## src/rtl/led_sequencer_pkg.sv

```systemverilog
// Shared types for the LED sequencer: FSM state, sweep direction, index width helper.
package led_sequencer_pkg;

  typedef enum logic {
    ST_IDLE = 1'b0,
    ST_RUN  = 1'b1
  } state_e;

  typedef enum logic {
    DIR_UP   = 1'b0,
    DIR_DOWN = 1'b1
  } dir_e;

  // Width of the position index; a single LED still needs one bit.
  function automatic int idx_w(input int n);
    return (n > 1) ? $clog2(n) : 1;
  endfunction

endpackage

```

## src/rtl/button_debounce.sv

```systemverilog
// One push button: 2-flop synchroniser, stability counter, rising-edge press pulse.
// A button already high when reset is released must be seen low once before it
// can produce a press, so a held button never fires on its own.
module button_debounce #(
  parameter int DEBOUNCE_CYCLES = 16
) (
  input  logic clk,
  input  logic rst,
  input  logic btn_raw,
  output logic level,
  output logic press_pulse
);

  localparam int             CW       = $clog2(DEBOUNCE_CYCLES);
  localparam logic [CW-1:0]  CNT_LAST = CW'(DEBOUNCE_CYCLES - 1);

  logic [1:0]    sync_q;
  logic [1:0]    fill_q;   // marks when sync_q[1] holds a real post-reset sample
  logic [CW-1:0] cnt_q, cnt_d;
  logic          level_q, level_d;
  logic          prev_q;
  logic          arm_q, arm_d;

  // Synchroniser and its fill marker
  always_ff @(posedge clk) begin
    if (rst) begin
      sync_q <= '0;
      fill_q <= '0;
    end else begin
      sync_q <= {sync_q[0], btn_raw};
      fill_q <= {fill_q[0], 1'b1};
    end
  end

  // Count consecutive disagreeing samples; flip the level after a full stable run
  always_comb begin
    cnt_d   = cnt_q;
    level_d = level_q;
    arm_d   = arm_q;
    if (sync_q[1] == level_q) begin
      cnt_d = '0;
    end else if (cnt_q == CNT_LAST) begin
      cnt_d   = '0;
      level_d = ~level_q;
    end else begin
      cnt_d = cnt_q + 1'b1;
    end
    if (fill_q[1] && !sync_q[1]) arm_d = 1'b1;
  end

  // Debounce state and edge-detect history
  always_ff @(posedge clk) begin
    if (rst) begin
      cnt_q   <= '0;
      level_q <= 1'b0;
      prev_q  <= 1'b0;
      arm_q   <= 1'b0;
    end else begin
      cnt_q   <= cnt_d;
      level_q <= level_d;
      prev_q  <= level_q;
      arm_q   <= arm_d;
    end
  end

  assign level       = level_q;
  assign press_pulse = level_q & ~prev_q & arm_q;

endmodule

```

## src/rtl/led_sequencer.sv

```systemverilog
// LED sequencer top: two debounced buttons (advance / clear), wrap or ping-pong
// stepping over NUM_LEDS positions, optional timed auto-advance, registered outputs.
module led_sequencer
  import led_sequencer_pkg::*;
#(
  parameter int NUM_LEDS        = 3,
  parameter int DEBOUNCE_CYCLES = 16,
  parameter int AUTO_PERIOD     = 1000
) (
  input  logic                clk,
  input  logic                rst,
  input  logic                push_button0,
  input  logic                push_button1,
  input  logic                mode_bounce,
  input  logic                auto_en,
  output logic [NUM_LEDS-1:0] led,
  output logic                idle
);

  localparam int            IW       = idx_w(NUM_LEDS);
  localparam int            TW       = $clog2(AUTO_PERIOD);
  localparam logic [IW-1:0] IDX_LAST = IW'(NUM_LEDS - 1);
  localparam logic [TW-1:0] TMR_LAST = TW'(AUTO_PERIOD - 1);

  logic [1:0] btn_raw, btn_level, btn_press;
  logic       unused_level;

  assign btn_raw      = {push_button1, push_button0};
  assign unused_level = ^btn_level;

  for (genvar b = 0; b < 2; b++) begin : g_btn
    button_debounce #(.DEBOUNCE_CYCLES(DEBOUNCE_CYCLES)) u_btn (
      .clk        (clk),
      .rst        (rst),
      .btn_raw    (btn_raw[b]),
      .level      (btn_level[b]),
      .press_pulse(btn_press[b])
    );
  end

  state_e              state_q, state_d;
  dir_e                dir_q, dir_d;
  logic [IW-1:0]       idx_q, idx_d;
  logic [TW-1:0]       timer_q, timer_d;
  logic [NUM_LEDS-1:0] led_q, led_d;
  logic                idle_q, idle_d;
  logic                tick, adv, clr;

  assign tick = (state_q == ST_RUN) && auto_en && (timer_q == TMR_LAST);
  assign adv  = btn_press[0] | tick;
  assign clr  = btn_press[1];

  // Next position/direction, auto timer, and outputs from the next state
  always_comb begin
    state_d = state_q;
    dir_d   = dir_q;
    idx_d   = idx_q;
    timer_d = timer_q;
    led_d   = '0;
    idle_d  = 1'b1;

    // Any step or clear restarts the full period; only counts while running with auto on
    if (clr || adv || !auto_en || state_q == ST_IDLE) timer_d = '0;
    else                                               timer_d = timer_q + 1'b1;

    if (clr) begin
      state_d = ST_IDLE;
      idx_d   = '0;
      dir_d   = DIR_UP;
    end else if (adv) begin
      if (state_q == ST_IDLE) begin
        state_d = ST_RUN;
        idx_d   = '0;
        dir_d   = DIR_UP;
      end else if (NUM_LEDS == 1) begin
        idx_d = '0;
        dir_d = DIR_UP;
      end else if (!mode_bounce) begin
        idx_d = (idx_q == IDX_LAST) ? '0 : idx_q + 1'b1;
        dir_d = DIR_UP;
      end else if (dir_q == DIR_UP) begin
        if (idx_q == IDX_LAST) begin
          idx_d = idx_q - 1'b1;
          dir_d = DIR_DOWN;
        end else begin
          idx_d = idx_q + 1'b1;
        end
      end else begin
        if (idx_q == '0) begin
          idx_d = idx_q + 1'b1;
          dir_d = DIR_UP;
        end else begin
          idx_d = idx_q - 1'b1;
        end
      end
    end

    for (int i = 0; i < NUM_LEDS; i++) led_d[i] = (state_d == ST_RUN) && (idx_d == IW'(i));
    idle_d = (state_d == ST_IDLE);
  end

  // State and output registers
  always_ff @(posedge clk) begin
    if (rst) begin
      state_q <= ST_IDLE;
      dir_q   <= DIR_UP;
      idx_q   <= '0;
      timer_q <= '0;
      led_q   <= '0;
      idle_q  <= 1'b1;
    end else begin
      state_q <= state_d;
      dir_q   <= dir_d;
      idx_q   <= idx_d;
      timer_q <= timer_d;
      led_q   <= led_d;
      idle_q  <= idle_d;
    end
  end

  assign led  = led_q;
  assign idle = idle_q;

endmodule
```

## config.mk

```make
export PLATFORM = sky130hd
export DESIGN_NAME = led_sequencer
export DESIGN_NICKNAME = d
export VERILOG_FILES = /design/src/rtl/led_sequencer_pkg.sv /design/src/rtl/button_debounce.sv /design/src/rtl/led_sequencer.sv
export SDC_FILE = /design/constraint.sdc
export NUM_CORES = 1
export LEC_CHECK = 0
export ABC_AREA = 0
export CAP_MARGIN = 20
export CORE_AREA = 2 2 57 59
export DETAILED_ROUTE_END_ITERATION = 7
export DIE_AREA = 0 0 59 61
export GPL_ROUTABILITY_DRIVEN = 0
export PLACE_DENSITY = 0.69
export RECOVER_POWER = 100
export SLEW_MARGIN = 30
export SYNTH_ARGS = -nofsm -noshare
export SYNTH_HDL_FRONTEND = slang
export SYNTH_SLANG_ARGS = --single-unit
```

## constraint.sdc

```tcl
create_clock -name clk -period 2.2 [get_ports clk]
set_input_delay 0.44 -clock clk [delete_from_list [all_inputs] [get_ports clk]]
set_output_delay 0.44 -clock clk [all_outputs]
set_load 0.01 [all_outputs]
```

Word-level counts from Yosys, hierarchy flattened

Cells that the tools add are included.

Bits in registers: 40
Output and inout bits: 4

Add/sub/neg operators: 5
Bitwise operators: 13
Multiplexer cells: 17
Reduce and logical (&&, ||, !) cells: 21
Equality and inequality tests: 8

Operators with widths:

| cell                  | count |
|---|---|
| $mux 2                | 8 |
| $add 10x1->10 const B | 1 |
| $eq 10x10->1 const B  | 1 |
| $mux 1                | 9 |
| $add 4x1->4 const B   | 2 |
| $eq 4x4->1 const B    | 2 |
| $not 1->1             | 8 |
| $logic_and 1x1->1     | 7 |
| $reduce_or 3->1       | 2 |
| $and 1x1->1           | 4 |
| $eq 2x2->1 const B    | 2 |
| $logic_not 2->1       | 2 |
| $reduce_and 2->1      | 2 |
| $reduce_or 2->1       | 2 |
| $logic_not 1->1       | 3 |
| $logic_or 1x1->1      | 3 |
| $add 2x1->2 const B   | 1 |
| $eq 1x1->1            | 2 |
| $eq 2x1->1 const B    | 1 |
| $sub 2x1->2 const B   | 1 |
| $or 1x1->1            | 1 |

Logic depth before layout (Yosys ltp)

Gate-level depths: netlist (run 1).

Depth in word-level cells: 9
Gate-level depth with buffers: 6
Depth with buffers taken out: 6

Modules after synthesis

Synthesis (run 1) repeated with hierarchy kept, for this count alone.

Cell total of the unflattened synthesis: 149
Area, all modules: 1482.7 sq um

By module, submodules not included:

| module          | times used | area each (sq um) | cells each |
|---|---|---|---|
| led_sequencer   | 1          | 752.0             | 79 |
| button_debounce | 2          | 365.4             | 35 |

Worst setup path before layout (run 1)

Ideal clock, no wire load.

Path type: reg2reg
Start point: register timer_q[0]
End point: register timer_q[7]
Library setup time: 0.074 ns
Slack: 0.634 ns
Path buffers: 0
Period minus slack after synthesis: 1.566 ns
Cell stages (with the launch flop): 6
Arrival time: 1.493 ns
Cell sequence: dfxtp_1 -> ha_1 -> and3b_1 -> a31oi_2 -> nand4_2 -> a21oi_1

Longest elaborated chain between the ends: 7

RTL lines:

| item                          | line                 | source |
|---|---|---|
| start: declaration            | led_sequencer.sv:44  | `logic [TW-1:0] timer_q, timer_d;` |
| start signal: assignment      | led_sequencer.sv:115 | `timer_q <= timer_d;` |
| $eq 10x10->1                  | led_sequencer.sv:49  | `assign tick = (state_q == ST_RUN) && auto_en && (timer_q == TMR_LAST);` |
| $logic_and 1x1->1             | led_sequencer.sv:49  |  |
| $or 1x1->1                    | led_sequencer.sv:50  | `assign adv = btn_press[0] \| tick;` |
| $logic_or 1x1->1 (3 in a row) | led_sequencer.sv:63  | `if (clr \|\| adv \|\| !auto_en \|\| state_q == ST_IDLE) timer_d = '0;` |
| $reduce_or 2->1 (no line)     | -                    |  |

Parallel ways exist; a longest one is shown, timed or not.
A chain may end at the register's enable or synchronous reset.

Worst setup path after layout (run 1)

Start point: input auto_en
End point: register timer_q[7]

Longest elaborated chain between the ends: 7

RTL lines:

| item                            | line                | source |
|---|---|---|
| start: declaration              | led_sequencer.sv:15 | `input logic auto_en,` |
| $logic_and 1x1->1 (2 in a row)  | led_sequencer.sv:49 |  |
| $or 1x1->1                      | led_sequencer.sv:50 |  |
| $logic_or 1x1->1                | led_sequencer.sv:63 |  |
| $logic_or 1x1->1 * (2 in a row) | led_sequencer.sv:63 |  |
| $reduce_or 2->1 (no line) *     | -                   |  |

Every way passes the cells marked *; elsewhere a longest branch is shown, timed or not.

==> flow_results.xml, run 1 <==
<?xml version="1.0" encoding="UTF-8"?>
<metrics>
  <group name="global_routing">
    <metric name="global_route_wire_length_before_repair" unit="µm">4460</metric>
    <metric name="globalRouteTotalUtil" unit="">0.171</metric>
    <metric name="pin_count_of_the_biggest_net_entering_global_routing" unit="">14</metric>
    <metric name="initial_antenna_violation_count" unit="">0</metric>
    <metric name="grt_pass1_vias" unit="">1096</metric>
    <metric name="grt_overflow" unit="">0</metric>
  </group>
  <group name="clocking">
    <metric name="cts_sinks" unit="">38</metric>
    <metric name="cts_hold_buf" unit="">0</metric>
    <metric name="cts-buffers-inserted" unit="">5</metric>
    <metric name="root_buffer" unit="">clkbuf_4</metric>
    <metric name="ctsHtreeMaxLevel" unit="">2</metric>
    <metric name="cts_resized" unit="">0</metric>
    <metric name="clkSlewWorstSetupHoldPaths" unit="ps">100</metric>
    <metric name="clock_path_buffers" unit="">2</metric>
    <metric name="cts_setup_buffers" unit="">0</metric>
    <metric name="clkLatencyLatePin" unit="ps">340</metric>
    <metric name="cts_tree" unit="">built</metric>
  </group>
  <group name="logic_synthesis">
    <metric name="syn-instance-count" unit="">151</metric>
    <metric name="syn_avg_cell_area" unit="µm²">9.64</metric>
    <metric name="distinct_cell_type_count_after_synthesis" unit="">36</metric>
    <metric name="asyncSetResetFlopFracSynth" unit="">0</metric>
    <metric name="top_ff_cell_synth" unit="">dfxtp_1</metric>
    <metric name="synth-seq-area-share" unit="">0.523</metric>
    <metric name="yosys_register_bits" unit="">38</metric>
    <metric name="mapped_nets" unit="">160</metric>
    <metric name="synth_enable_flop_cells" unit="">0</metric>
    <metric name="synthesis.yosys.warnings" unit="">0</metric>
    <metric name="synth_area" unit="µm²">1460</metric>
  </group>
  <group name="worst_setup_path">
    <metric name="setup.worst_path.class" unit="">primary input to register</metric>
    <metric name="worst_path_max_delay_cell" unit="">dlygate4sd3_1</metric>
    <metric name="critical_path.max_stage_delay" unit="ps">570</metric>
    <metric name="critical-path-top-delay-family" unit="">compound AO/OA/AOI/OAI gates</metric>
    <metric name="cp_num_buf_inv" unit="">1</metric>
    <metric name="timing.critical_path.required" unit="ps">2470</metric>
    <metric name="critPathMaxFanout" unit="">10</metric>
    <metric name="crit_path_end_kind" unit="">register</metric>
    <metric name="worst_setup_path_start_kind" unit="">primary input</metric>
    <metric name="arrival" unit="ps">2140</metric>
    <metric name="cp_cell_sequence" unit="">dlygate4sd3_1 -&gt; and4b_4 -&gt; a31oi_2 -&gt; nand4_2 -&gt; a21oi_1</metric>
  </group>
  <group name="sta">
    <metric name="final.setup_skew" unit="ps">10.8</metric>
    <metric name="relSlewSlack" unit="">0.589</metric>
    <metric name="setup_repair_after_global_routing_missed_its_margin" unit="">no</metric>
    <metric name="max_slew.worst_pin.slew" unit="ps">611</metric>
    <metric name="worst_hold_slack" unit="ps">446</metric>
    <metric name="timing_max_transition_violations_final" unit="">0</metric>
    <metric name="layout_min_cycle_time" unit="ps">1880</metric>
    <metric name="period_share" unit="">0.852</metric>
    <metric name="maxClockFrequency" unit="MHz">533</metric>
    <metric name="timing_hold_violations_final" unit="">0</metric>
    <metric name="finalSetupViolCount" unit="">0</metric>
    <metric name="setup_total_negative_slack" unit="ps">0</metric>
  </group>
  <group name="finish">
    <metric name="layout.nets" unit="">175</metric>
    <metric name="final_util" unit="">0.551</metric>
    <metric name="final_layout_size_suffix_gt1_frac" unit="">0.0602</metric>
    <metric name="fin_cells" unit="">199</metric>
    <metric name="fillCellCount" unit="">275</metric>
    <metric name="areaGrowthSynthToFinish" unit="%">11.8</metric>
    <metric name="num_antenna_cells" unit="">0</metric>
  </group>
  <group name="drt">
    <metric name="wl_per_cell" unit="µm">12.3</metric>
    <metric name="vias_per_inst" unit="">5.31</metric>
    <metric name="vias" unit="">1056</metric>
    <metric name="antenna_left" unit="">0</metric>
    <metric name="total_routed_length" unit="µm">2450</metric>
    <metric name="detail_route.drc_violations" unit="">0</metric>
    <metric name="drt_pass1_iterations" unit="">4</metric>
    <metric name="drt_iter0_drc" unit="">32</metric>
  </group>
  <group name="pwr">
    <metric name="power.leakage" unit="nW">0.604</metric>
    <metric name="worst_ir_drop_vdd" unit="mV">0.307</metric>
    <metric name="powerDensity" unit="nW/µm²">644</metric>
  </group>
  <group name="place">
    <metric name="portBuffers" unit="">9</metric>
    <metric name="placedCellCount" unit="">192</metric>
    <metric name="post-dp-hpwl" unit="µm">1790</metric>
  </group>
  <group name="flow_run">
    <metric name="cap_viol_max_count" unit="">0</metric>
  </group>
  <group name="floorplan">
    <metric name="floorplan.initialDensity" unit="">0.493</metric>
    <metric name="io_pins" unit="">10</metric>
    <metric name="fp-row-count" unit="">20</metric>
    <metric name="die_height" unit="µm">61</metric>
    <metric name="die_width" unit="µm">59</metric>
    <metric name="die_area" unit="µm²">3600</metric>
    <metric name="floorplan.core_area" unit="µm²">2950</metric>
  </group>
  <group name="status">
    <metric name="outcome" unit="">completed</metric>
  </group>
  <group name="worst_hold_path">
    <metric name="hold_path_class" unit="">register to register</metric>
  </group>
</metrics>
==> synthesized netlist by cell type (all sizes together), types with 2 or more instances <==
cell,count,area (µm²)
nor3,3,15.0
a21oi,7,38.8
ha,3,37.5
xnor2,8,70.1
and3,5,31.3
nor2,22,82.6
nor2b,7,43.8
a31oi,2,18.8
nand3,6,30.0
xor2,5,43.8
nand4,2,18.8
inv,9,33.8
or3,3,18.8
o21ai,4,20.0
and3b,2,17.5
dfxtp,38,761
nand2,8,30.0
mux2i,2,20.0
a211oi,2,15.0
==> kinds of logic (layout without fill, tap and decap cells) <==
kind of cell / count (synthesis) / in the layout / synth area share
adders and majority gates: 3 / 3 / 0.0258
xor gates and xnor gates: 13 / 13 / 0.0782
muxes: 2 / 2 / 0.0138
buffers and inverters: 11 / 26 / 0.0292
DFF: 38 / 38 / 0.523
AOI/OAI and AO/OA: 19 / 19 / 0.0911
and+or+nand+nor: 65 / 65 / 0.239
==> metal layers <==
| metal | up-vias | track usage | share of wire |
|---|---|---|---|
| li1 | 548 | - | - |
| met1 | 476 | 0.189 | 0.43 |
| met2 | 22 | 0.284 | 0.49 |
| met3 | 10 | 0.0512 | 0.047 |
| met4 | 0 | 0.117 | 0.037 |
| met5 | - | 0 | 0 |
==> stage by stage <==
step | setup slack, ps | total power, mW | cell area [µm²]
after CTS | 358 | 1.07 | 1630
after detailed placement | 91.7 | 0.746 | 1590
after floorplan | 634 | 0.730 | 1460
final | 325 | 1.05 | 1630
after global placement | 161 | 0.744 | 1590
after global routing | 137 | 1.10 | 1630
==> worst reg2reg max path, stage by stage, from the launching register on <==
cell     delay, ps
dfxtp_1        350
ha_1           260
and3b_1        230
a31oi_2        440
nand4_2        310
a21oi_1        190
==> layout by cell type, fill, tap and decap left out, types with 2 or more instances in the layout <==
cell              n
dfxtp_1          38
nor2_1           22
inv_1             9
nand2_1           8
xnor2_1           8
nor2b_1           7
a21oi_1           6
nand3_1           6
dlygate4sd3_1     6
and3_1            5
xor2_1            5
clkbuf_4          5
o21ai_0           4
nor3_1            3
or3_1             3
ha_1              3
clkbuf_1          3
clkdlybuf4s50_1   3
and3b_1           2
a211oi_1          2
mux2i_1           2
==> where the power goes <==
group	switching [mW]	internal, mW	total [mW]
Clock	0.199	0.120	0.320
Combinational	0.0132	0.0144	0.0276
Sequential	0.00432	0.696	0.701
Total	0.217	0.831	1.05
==> path summary, 6_finish.rpt <==
kind                                               start                  endpoint  slack (ps)  cells after the start
worst max-delay path                             auto_en                timer_q[7]         320                      5
worst min-delay path            g_btn[0].u_btn.sync_q[0]  g_btn[0].u_btn.sync_q[1]         450                      1
worst max register to register                timer_q[0]                timer_q[7]         360                      5
worst min register to register  g_btn[0].u_btn.sync_q[0]  g_btn[0].u_btn.sync_q[1]         450                      1
==> final cells by class <==
type | instances | area, µm² | share of cell area
Sequential cell | 38 | 761 | 0.468
Multi-Input combinational cell | 102 | 652 | 0.401
Timing Repair Buffer | 10 | 93.8 | 0.0577
Clock buffer | 7 | 45.0 | 0.0277
Tap cell | 33 | 41.3 | 0.0254
Inverter | 9 | 33.8 | 0.0208
==> state kept, by name (all words and copies together), names as in the netlist <==
name	cells
g_btn.u_btn.level	2
idx_q	2
timer_q	10
g_btn.u_btn.sync_q	4
led	3
g_btn.u_btn.fill_q	2
dir_q	1
g_btn.u_btn.arm_q	2
g_btn.u_btn.prev_q	2
g_btn.u_btn.cnt_q	8
idle	1
state_q	1
Note: power is estimated with default switching activity, not from simulation.
==> run 2, diff against run 1 <==
--- a/config.mk
+++ b/config.mk
@@ -6,7 +6,6 @@
 export NUM_CORES = 1
 export LEC_CHECK = 0
 export ABC_AREA = 0
-export CAP_MARGIN = 20
 export CORE_AREA = 2 2 57 59
 export DETAILED_ROUTE_END_ITERATION = 7
 export DIE_AREA = 0 0 59 61
==> results of run 2 <==
No change in the layout: final DEF, timing and power equal those of run 1.
==> run 3, diff against run 2 <==
--- a/config.mk
+++ b/config.mk
@@ -7,6 +7,7 @@
 export LEC_CHECK = 0
 export ABC_AREA = 0
 export CORE_AREA = 2 2 57 59
+export CTS_CLUSTER_DIAMETER = 60
 export DETAILED_ROUTE_END_ITERATION = 7
 export DIE_AREA = 0 0 59 61
 export GPL_ROUTABILITY_DRIVEN = 0
==> results of run 3 <==
No change in the layout: final DEF, timing and power equal those of run 1.
